## src/rtl/ypbpr_pkg.sv

```systemverilog
// Shared constants for the YPbPr -> RGB colour-space converter.
// Coefficients are BT.601 inverse-matrix terms scaled by 2^SHIFT.
package ypbpr_pkg;

  localparam int LATENCY = 3;
  localparam int SHIFT   = 8;
  localparam int RND     = 128;
  localparam int C_R_PR  = 359;
  localparam int C_G_PB  = 88;
  localparam int C_G_PR  = 183;
  localparam int C_B_PB  = 454;
  localparam int N_STB   = 6;

endpackage

```

## src/rtl/ypbpr_to_rgb_if.sv

```systemverilog
// Pixel bus for the YPbPr -> RGB converter: input pixel, mode and strobes
// in, registered RGB and delayed strobes out.
interface ypbpr_to_rgb_if #(
  parameter int WIDTH = 8
);

  logic             ena;
  logic [WIDTH-1:0] y_in;
  logic [WIDTH-1:0] pb_in;
  logic [WIDTH-1:0] pr_in;
  logic             hs_in, vs_in, hb_in, vb_in, cs_in, pixel_in;
  logic [WIDTH-1:0] red_out;
  logic [WIDTH-1:0] green_out;
  logic [WIDTH-1:0] blue_out;
  logic             hs_out, vs_out, hb_out, vb_out, cs_out, pixel_out;

  modport master (
    output ena, y_in, pb_in, pr_in, hs_in, vs_in, hb_in, vb_in, cs_in, pixel_in,
    input  red_out, green_out, blue_out, hs_out, vs_out, hb_out, vb_out, cs_out, pixel_out
  );

  modport slave (
    input  ena, y_in, pb_in, pr_in, hs_in, vs_in, hb_in, vb_in, cs_in, pixel_in,
    output red_out, green_out, blue_out, hs_out, vs_out, hb_out, vb_out, cs_out, pixel_out
  );

endinterface

```

## src/rtl/ypbpr_round_clamp.sv

```systemverilog
// Round, arithmetic shift and saturate one scaled channel sum to an
// unsigned WIDTH-bit component.
module ypbpr_round_clamp
  import ypbpr_pkg::*;
#(
  parameter int WIDTH = 8,
  parameter int SUM_W = WIDTH + 12
) (
  input  logic signed [SUM_W-1:0] i_sum,
  output logic        [WIDTH-1:0] o_pix
);

  localparam logic signed [SUM_W-1:0] K_RND = SUM_W'(RND);
  localparam logic signed [SUM_W-1:0] K_MAX = SUM_W'((1 << WIDTH) - 1);

  logic signed [SUM_W-1:0] w_rounded;
  logic signed [SUM_W-1:0] w_shift;
  logic        [WIDTH-1:0] w_pix;

  assign w_rounded = i_sum + K_RND;
  assign w_shift   = w_rounded >>> SHIFT;

  // Saturate the shifted value into the unsigned output range.
  always_comb begin
    w_pix = '0;
    if (w_shift[SUM_W-1]) begin
      w_pix = '0;
    end else if (w_shift > K_MAX) begin
      w_pix = {WIDTH{1'b1}};
    end else begin
      w_pix = w_shift[WIDTH-1:0];
    end
  end

  assign o_pix = w_pix;

endmodule

```

## src/rtl/ypbpr_to_rgb.sv

```systemverilog
// Three-stage YPbPr -> RGB converter with passthrough mode; mode and
// sync/blank strobes travel alongside the data so every pixel stays aligned.
module ypbpr_to_rgb
  import ypbpr_pkg::*;
#(
  parameter  int WIDTH   = 8,
  localparam int LAT     = LATENCY
) (
  input  logic            clk,
  input  logic            reset_n,
  ypbpr_to_rgb_if.slave   bus
);

  localparam int ACC_W = WIDTH + 11;
  localparam int SUM_W = WIDTH + 12;
  localparam logic signed [WIDTH:0]   K_OFS  = (WIDTH+1)'(1) << (WIDTH - 1);
  localparam logic signed [ACC_W-1:0] K_R_PR = ACC_W'(C_R_PR);
  localparam logic signed [ACC_W-1:0] K_G_PB = ACC_W'(C_G_PB);
  localparam logic signed [ACC_W-1:0] K_G_PR = ACC_W'(C_G_PR);
  localparam logic signed [ACC_W-1:0] K_B_PB = ACC_W'(C_B_PB);

  logic                    r1_ena, r2_ena;
  logic        [WIDTH-1:0] r1_y;
  logic signed [WIDTH:0]   r1_pb_s, r1_pr_s;
  logic        [WIDTH-1:0] r1_pb_raw, r1_pr_raw, r2_pb_raw, r2_pr_raw;
  logic signed [ACC_W-1:0] r2_y256, r2_r_pr, r2_g_pb, r2_g_pr, r2_b_pb;
  logic        [WIDTH-1:0] r_red, r_green, r_blue;
  logic        [N_STB-1:0] r_stb [LAT];

  logic signed [WIDTH:0]   w_pb_s, w_pr_s;
  logic signed [SUM_W-1:0] w_sum_r, w_sum_g, w_sum_b;
  logic        [WIDTH-1:0] w_r, w_g, w_b;
  logic        [N_STB-1:0] w_stb_in;

  assign w_pb_s   = $signed({1'b0, bus.pb_in}) - K_OFS;
  assign w_pr_s   = $signed({1'b0, bus.pr_in}) - K_OFS;
  assign w_stb_in = {bus.hs_in, bus.vs_in, bus.hb_in, bus.vb_in, bus.cs_in, bus.pixel_in};

  // Stage 1: capture luma, offset-removed chroma, raw chroma and mode.
  always_ff @(posedge clk or negedge reset_n) begin
    if (!reset_n) begin
      r1_ena    <= 1'b0;
      r1_y      <= '0;
      r1_pb_s   <= '0;
      r1_pr_s   <= '0;
      r1_pb_raw <= '0;
      r1_pr_raw <= '0;
    end else begin
      r1_ena    <= bus.ena;
      r1_y      <= bus.y_in;
      r1_pb_s   <= w_pb_s;
      r1_pr_s   <= w_pr_s;
      r1_pb_raw <= bus.pb_in;
      r1_pr_raw <= bus.pr_in;
    end
  end

  // Stage 2: full-precision coefficient products.
  always_ff @(posedge clk or negedge reset_n) begin
    if (!reset_n) begin
      r2_ena    <= 1'b0;
      r2_y256   <= '0;
      r2_r_pr   <= '0;
      r2_g_pb   <= '0;
      r2_g_pr   <= '0;
      r2_b_pb   <= '0;
      r2_pb_raw <= '0;
      r2_pr_raw <= '0;
    end else begin
      r2_ena    <= r1_ena;
      r2_y256   <= $signed({{(ACC_W-WIDTH-SHIFT){1'b0}}, r1_y, {SHIFT{1'b0}}});
      r2_r_pr   <= ACC_W'(r1_pr_s) * K_R_PR;
      r2_g_pb   <= ACC_W'(r1_pb_s) * K_G_PB;
      r2_g_pr   <= ACC_W'(r1_pr_s) * K_G_PR;
      r2_b_pb   <= ACC_W'(r1_pb_s) * K_B_PB;
      r2_pb_raw <= r1_pb_raw;
      r2_pr_raw <= r1_pr_raw;
    end
  end

  assign w_sum_r = SUM_W'(r2_y256) + SUM_W'(r2_r_pr);
  assign w_sum_g = SUM_W'(r2_y256) - SUM_W'(r2_g_pb) - SUM_W'(r2_g_pr);
  assign w_sum_b = SUM_W'(r2_y256) + SUM_W'(r2_b_pb);

  ypbpr_round_clamp #(.WIDTH(WIDTH), .SUM_W(SUM_W)) u_rc_r (.i_sum(w_sum_r), .o_pix(w_r));
  ypbpr_round_clamp #(.WIDTH(WIDTH), .SUM_W(SUM_W)) u_rc_g (.i_sum(w_sum_g), .o_pix(w_g));
  ypbpr_round_clamp #(.WIDTH(WIDTH), .SUM_W(SUM_W)) u_rc_b (.i_sum(w_sum_b), .o_pix(w_b));

  // Stage 3: select converted or passthrough pixel; luma is recovered from the Y*256 term.
  always_ff @(posedge clk or negedge reset_n) begin
    if (!reset_n) begin
      r_red   <= '0;
      r_green <= '0;
      r_blue  <= '0;
    end else if (r2_ena) begin
      r_red   <= w_r;
      r_green <= w_g;
      r_blue  <= w_b;
    end else begin
      r_red   <= r2_pr_raw;
      r_green <= r2_y256[SHIFT +: WIDTH];
      r_blue  <= r2_pb_raw;
    end
  end

  // Strobe delay line matching the data pipeline depth.
  always_ff @(posedge clk or negedge reset_n) begin
    if (!reset_n) begin
      for (int i = 0; i < LAT; i++) begin
        r_stb[i] <= '0;
      end
    end else begin
      r_stb[0] <= w_stb_in;
      for (int i = 1; i < LAT; i++) begin
        r_stb[i] <= r_stb[i-1];
      end
    end
  end

  assign bus.red_out   = r_red;
  assign bus.green_out = r_green;
  assign bus.blue_out  = r_blue;
  assign {bus.hs_out, bus.vs_out, bus.hb_out, bus.vb_out, bus.cs_out, bus.pixel_out} = r_stb[LAT-1];

endmodule
```

## src/flat_wrapper.sv

```systemverilog
// flat-port wrapper written by rule: the top's interface ports become plain ports
module ypbpr_to_rgb_flat import ypbpr_pkg::*;
#(
  parameter  int WIDTH   = 8,
  localparam int LAT     = LATENCY
)
  (clk, reset_n, bus_ena, bus_y_in, bus_pb_in, bus_pr_in, bus_hs_in, bus_vs_in, bus_hb_in, bus_vb_in, bus_cs_in, bus_pixel_in, bus_red_out, bus_green_out, bus_blue_out, bus_hs_out, bus_vs_out, bus_hb_out, bus_vb_out, bus_cs_out, bus_pixel_out);
  ypbpr_to_rgb_if #(.WIDTH(WIDTH)) bus_i ();
  input  logic clk;
  input  logic reset_n;
  input wire logic [$bits(bus_i.ena)-1:0] bus_ena;
  input wire logic [$bits(bus_i.y_in)-1:0] bus_y_in;
  input wire logic [$bits(bus_i.pb_in)-1:0] bus_pb_in;
  input wire logic [$bits(bus_i.pr_in)-1:0] bus_pr_in;
  input wire logic [$bits(bus_i.hs_in)-1:0] bus_hs_in;
  input wire logic [$bits(bus_i.vs_in)-1:0] bus_vs_in;
  input wire logic [$bits(bus_i.hb_in)-1:0] bus_hb_in;
  input wire logic [$bits(bus_i.vb_in)-1:0] bus_vb_in;
  input wire logic [$bits(bus_i.cs_in)-1:0] bus_cs_in;
  input wire logic [$bits(bus_i.pixel_in)-1:0] bus_pixel_in;
  output wire logic [$bits(bus_i.red_out)-1:0] bus_red_out;
  output wire logic [$bits(bus_i.green_out)-1:0] bus_green_out;
  output wire logic [$bits(bus_i.blue_out)-1:0] bus_blue_out;
  output wire logic [$bits(bus_i.hs_out)-1:0] bus_hs_out;
  output wire logic [$bits(bus_i.vs_out)-1:0] bus_vs_out;
  output wire logic [$bits(bus_i.hb_out)-1:0] bus_hb_out;
  output wire logic [$bits(bus_i.vb_out)-1:0] bus_vb_out;
  output wire logic [$bits(bus_i.cs_out)-1:0] bus_cs_out;
  output wire logic [$bits(bus_i.pixel_out)-1:0] bus_pixel_out;
  assign bus_i.ena = bus_ena;
  assign bus_i.y_in = bus_y_in;
  assign bus_i.pb_in = bus_pb_in;
  assign bus_i.pr_in = bus_pr_in;
  assign bus_i.hs_in = bus_hs_in;
  assign bus_i.vs_in = bus_vs_in;
  assign bus_i.hb_in = bus_hb_in;
  assign bus_i.vb_in = bus_vb_in;
  assign bus_i.cs_in = bus_cs_in;
  assign bus_i.pixel_in = bus_pixel_in;
  assign bus_red_out = bus_i.red_out;
  assign bus_green_out = bus_i.green_out;
  assign bus_blue_out = bus_i.blue_out;
  assign bus_hs_out = bus_i.hs_out;
  assign bus_vs_out = bus_i.vs_out;
  assign bus_hb_out = bus_i.hb_out;
  assign bus_vb_out = bus_i.vb_out;
  assign bus_cs_out = bus_i.cs_out;
  assign bus_pixel_out = bus_i.pixel_out;
  ypbpr_to_rgb #(.WIDTH(WIDTH)) u_core (.clk(clk), .reset_n(reset_n), .bus(bus_i));
endmodule
```

## config.mk

```make
export PLATFORM = sky130hd
export DESIGN_NAME = ypbpr_to_rgb_flat
export DESIGN_NICKNAME = d
export VERILOG_FILES = /design/src/rtl/ypbpr_pkg.sv /design/src/rtl/ypbpr_to_rgb_if.sv /design/src/rtl/ypbpr_round_clamp.sv /design/src/rtl/ypbpr_to_rgb.sv /design/src/flat_wrapper.sv
export SDC_FILE = /design/constraint.sdc
export NUM_CORES = 1
export LEC_CHECK = 0
export CAP_MARGIN = 20
export CORE_MARGIN = 10
export CORE_UTILIZATION = 55
export DETAILED_ROUTE_END_ITERATION = 10
export PLACE_DENSITY = 0.78
export SYNTH_ARGS = -nofsm -noshare
export SYNTH_HDL_FRONTEND = slang
export SYNTH_SLANG_ARGS = --single-unit
```

## constraint.sdc

```tcl
create_clock -name clk -period 5 [get_ports clk]
set_input_delay 0.5 -clock clk [delete_from_list [all_inputs] [get_ports clk]]
set_output_delay 0.5 -clock clk [all_outputs]
set_load 0.03 [all_outputs]
```

== Word-level counts from Yosys, hierarchy flattened ==
Index checks and enable logic that the tools add are counted.

* Flip-flop bits (word level): 179
* ROM bits: 0
* RAM bits: 0
* Output and inout bits: 30
* Latch bits: 0
* Memories kept: 0
* Logic and storage cells: 45

* Equality and inequality tests: 0
* Order comparisons: 3
* Bitwise gates (word level): 0
* Reduce and logical (&&, ||, !) cells: 0
* $mul: 4
* Div/mod/pow operators: 0
* Muxes and demuxes: 9
* Shift-type cells: 0
* Add/subtract/negate cells: 9

{| class="wikitable"
|+ Operators with widths
! kind !! count
|-
| 8-bit 2-to-1 mux || 9
|-
| 20-bit by 9-bit adder with 20-bit output (second input constant) || 3
|-
| 17-bit by 19-bit adder with 20-bit output || 2
|-
| 12-bit by 9-bit > comparator with 1-bit output (second input constant) || 3
|-
| 9-bit by 9-bit multiplier with 18-bit output (second input constant) || 2
|-
| 9-bit by 10-bit multiplier with 19-bit output (second input constant) || 1
|-
| 18-bit by 18-bit subtractor with 19-bit output || 1
|-
| 17-bit by 17-bit subtractor with 18-bit output || 1
|-
| 8-bit by 8-bit subtractor with 9-bit output (second input constant) || 2
|-
| 9-bit by 5-bit multiplier with 14-bit output (second input constant) || 1
|}

== Logic depth before layout (Yosys ltp) ==
* Depth after elaboration: 7
* Mapped depth: 19
* Depth with buffers taken out: 18

== Hierarchy ==
From an unflattened synthesis, not the netlist that was laid out.

* Cells, all modules: 1154
* Area, all modules: 12213.0 um^2

{| class="wikitable"
|+ By module, submodules not included
! module !! area each (um^2) !! cells an instance !! instances
|-
| ypbpr_to_rgb || 11327.1 || 1043 || 1
|-
| ypbpr_round_clamp || 295.3 || 37 || 3
|}

== Least setup slack after synthesis ==
No wires, ideal clock.

* Path type: register -> register
* From: register u_core.r1_pr_s[7]
* To: register u_core.r2_r_pr[17]
* Stages on the path, launching flop included: 17
* Arrival time: 4.973 ns
* Path buffers: 1
* Library setup time: 0.124 ns
* Setup slack: -0.097 ns
* Cells stage by stage: dfrtp_1 clkbuf_1 inv_1 ha_1 ha_1 inv_1 fa_1 inv_1 fa_1 fa_1 ha_1 a21oi_1 o21ai_0 a41o_1 o41ai_1 o21bai_1 xnor2_1

* Cells in the longest elaborated chain, start to end: 1

{| class="wikitable"
|+ RTL lines
! what !! line !! text
|-
| start: declaration || ypbpr_to_rgb.sv:24 || <nowiki>logic signed [WIDTH:0] r1_pb_s, r1_pr_s;</nowiki>
|-
| start signal: assignment || ypbpr_to_rgb.sv:52 || <nowiki>r1_pr_s <= w_pr_s;</nowiki>
|-
| 9-bit by 10-bit multiplier with 19-bit output || ypbpr_to_rgb.sv:72 || <nowiki>r2_r_pr <= ACC_W'(r1_pr_s) * K_R_PR;</nowiki>
|-
| end signal: assignment || ypbpr_to_rgb.sv:72 ||
|-
| end: declaration || ypbpr_to_rgb.sv:26 || <nowiki>logic signed [ACC_W-1:0] r2_y256, r2_r_pr, r2_g_pb, r2_g_pr, r2_b_pb;</nowiki>
|}

Every way passes these cells.

== Final worst setup path ==
* From: register u_core.r1_pr_s[1]
* To: register u_core.r2_r_pr[18]

The elaborated chain is that of the path after synthesis.

==> results.yml <==
clock_tree:
  cts.clk_slew.worst_paths_ps: 70
  tritoncts: "done"
  numCtsBuffers: 17
  clock_latency_ps: 430
  root_buffer: "clkbuf_16"
  ctsLongestPathBuffers: 2
  clock_sinks: 148
  cts_resized: 0
  cts_hold_buf: 0
  post_cts_buffers: 0
  h-tree-depth: 4
sta:
  finalHoldViolations: 0
  fin_skew_ps: 11.1
  fin_ws_ps: 236
  worst_slew_pin_slew_ps: 782
  period_minus_slack_ps: 4760
  tns_ps: 0
  rsz0062_at_grt: "no"
  slew_viol_final: 0
  finalSetupViolations: 0
  max_freq_ghz: 0.210
  period_share: 0.953
  hold_slack_ps: 130
  relSlewSlack: 0.478
logic_synthesis:
  ys.flop_type: "dfrtp_1"
  synth.most_common_cell: "ha_1"
  synthTopCellsByArea: "dfrtp_1, ha_1, fa_1"
  synth_top_cell_by_area: "dfrtp_1"
  syn-num-nets: 1354
  synth-seq-cells: 148
  synth_common_cells: "ha_1, inv_1, dfrtp_1"
  synth_area_per_cell_um2: 10.5
  ys_types: 75
  syn_inst: 1070
  seq_area_frac_synth: 0.329
  async_reset_ff_frac: 1.00
  synth_top_area_share: 0.329
  syn-cell-area_um2: 11300
  synth-edff-count: 0
  yosysWarnings: 0
critical_path:
  worst-setup-path-type: "reg2reg"
  start_kind: "register"
  critPathRequiredTime_ps: 5310
  r2r_setup_slack_ps: 240
  rr_worst_depth: 17
  r2r_start: "u_core.r1_pr_s[1]$_DFF_PN0_"
  cp_max_fo: 5
  critPathArrivalTime_ps: 5070
  timing.critical_path.to_type: "register"
  r2r-end: "u_core.r2_r_pr[18]$_DFF_PN0_"
min_path:
  hold_class: "in2async"
floorplan:
  ios: 63
  die-area_um2: 26600
  core_um2: 20200
  initial_core_util: 0.558
  die_width_um: 163
  die_y_um: 163
  rows: 52
drt:
  avgViaCountPerCell: 5.48
  detail-route-antenna-nets: 0
  firstDrtPassIters: 5
  wirelength_um: 25000
  drcViolationCount: 0
  route.vias.total: 7907
  drt-initial-drc-count: 456
  wl_per_cell_um: 17.3
power_and_ir_drop:
  seqPwrFrac: 0.200
  switching_share: 0.463
  power.share.clock: 0.158
  powerDensity_nw_per_um2: 627
  p_int_mw: 4.35
  finalPower_mw: 8.12
  switchingPower_mw: 3.76
  irDropWorstVdd_mv: 0.374
  p_comb_frac: 0.642
  p_leak_nw: 6.35
placement:
  place_area_um2: 12300
  placed_cells: 1409
  portBuffers: 62
  routabilityCongestion: 0.890
  place_hpwl_um: 19000
  dp_slack_ps: 196
finish:
  seqCellArea_um2: 3710
  multiInputGateArea_um2: 6820
  fillCellCount: 1525
  drive_gt1_frac: 0.0640
  area_delta_synth_final_pct: 14.9
  nNetsFinal: 1442
  utilization: 0.642
  final_cells: 1442
  fin_area_um2: 12900
outcome:
  outcome: "completed"
global_route:
  grt_usage: 0.196
  grt_max_degree: 92
  grtUsageMet3: 0.0380
  first_global_vias: 8150
  grt.met1_usage: 0.251
  met2_usage: 0.326
  top_usage_layer: "met2"
  grt_pass1_wl_um: 41400
  grt_overflow_total: 0
  grt_antenna_before_repair: 0
run:
  cap_violations: 0
==> area by class of cell <==
class / count / share of cell area
inverters: 181 / 0.0525
multi-input cells: 726 / 0.527
well taps: 270 / 0.0261
repair buffers: 84 / 0.0608
diodes: 1 / 0.000193
clock buffers: 17 / 0.0329
flip-flops and latches: 148 / 0.286
clock inverters: 15 / 0.0139
==> cell usage in the layout, fill, tap and decap left out, types with 4 or more instances in the layout <==
| cell | count |
|---|---|
| clkdlybuf4s50_1 | 61 |
| inv_8 | 5 |
| buf_4 | 22 |
| clkbuf_16 | 17 |
| nand2b_1 | 4 |
| a311oi_1 | 8 |
| xnor2_1 | 66 |
| a31oi_1 | 13 |
| or2_2 | 7 |
| dfrtp_1 | 146 |
| fa_1 | 69 |
| nand2_1 | 36 |
| nand3_1 | 14 |
| nor2_1 | 50 |
| xor2_1 | 16 |
| ha_1 | 182 |
| o21a_1 | 11 |
| clkinv_8 | 4 |
| a21o_1 | 17 |
| inv_1 | 181 |
| o21bai_1 | 21 |
| o211ai_1 | 7 |
| nor3_1 | 23 |
| a211oi_1 | 5 |
| and2_1 | 6 |
| nand3b_1 | 4 |
| nor2b_1 | 11 |
| o311ai_0 | 5 |
| nor3b_1 | 6 |
| o21ai_0 | 28 |
| or3_1 | 5 |
| a21oi_1 | 48 |
==> critical path: stages, from the launching register on <==
cell      delay (ps)
dfrtp_1          440
inv_1             70
ha_1             330
fa_1             510
fa_1             440
fa_1             540
inv_1             40
ha_1             300
ha_1             320
inv_1             60
o21bai_1          90
a21oi_1          310
o21ai_0          210
a41o_1           320
o41ai_1          250
buf_4            180
o21bai_1          90
xnor2_1          130
==> registers in the layout (all words and copies together) (netlist names), 8 cells and up <==
| signal | count |
|---|---|
| u_core.r_stb | 12 |
| u_core.r1_pb_s | 8 |
| u_core.r2_r_pr | 13 |
| u_core.bus.red_out | 8 |
| u_core.r1_pr_s | 8 |
| u_core.r2_y256 | 8 |
| u_core.r2_b_pb | 12 |
| u_core.r1_y | 8 |
| u_core.r2_pb_raw | 8 |
| u_core.r2_g_pb | 13 |
| u_core.r2_pr_raw | 8 |
| u_core.bus.green_out | 8 |
| u_core.bus.blue_out | 8 |
| u_core.r2_g_pr | 16 |
==> power by group through the flow <==
stage	sequential (mW)	combinational [mW]	clock (mW)
2_1_floorplan	1.76	3.82	0
3_3_place_gp	1.64	4.95	0
3_5_place_dp	1.65	5.09	0
4_1_cts	1.62	5.18	1.30
5_1_grt	1.65	5.78	1.36
6_report	1.62	5.21	1.28
==> worst max-delay path by stage <==
| stage | startpoint | to | slack (ps) | cells past startpoint |
|---|---|---|---|---|
| after floorplan | u_core.r1_pr_s[7]$_DFF_PN0_ | u_core.r2_r_pr[17]$_DFF_PN0_ | 40 | 16 |
| after global placement | u_core.r1_pr_s[4]$_DFF_PN0_ | u_core.r2_r_pr[17]$_DFF_PN0_ | 260 | 17 |
| after detailed placement | u_core.r1_pr_s[4]$_DFF_PN0_ | u_core.r2_r_pr[18]$_DFF_PN0_ | 200 | 17 |
| after CTS | u_core.r1_pr_s[4]$_DFF_PN0_ | u_core.r2_r_pr[18]$_DFF_PN0_ | 150 | 17 |
| after global routing | u_core.r1_pr_s[1]$_DFF_PN0_ | u_core.r2_r_pr[18]$_DFF_PN0_ | 40 | 17 |
| final | u_core.r1_pr_s[1]$_DFF_PN0_ | u_core.r2_r_pr[18]$_DFF_PN0_ | 240 | 17 |
==> layer usage <==
layer,vias up,part of all wire
met5,-,0
met2,207,0.48
li1,3797,-
met1,3851,0.44
met4,0,0.030
met3,52,0.046
==> cells by family after synthesis <==
group / count (synthesis) / share of synthesized area
muxes: 3 / 0.00267
buffers and inverters: 196 / 0.0658
DFF: 148 / 0.329
xor gates and xnor gates: 82 / 0.0638
adders and majority gates: 251 / 0.325
and+or+nand+nor: 185 / 0.0858
AOI/OAI and AO/OA: 205 / 0.129
(Power assumes the default switching activity.)
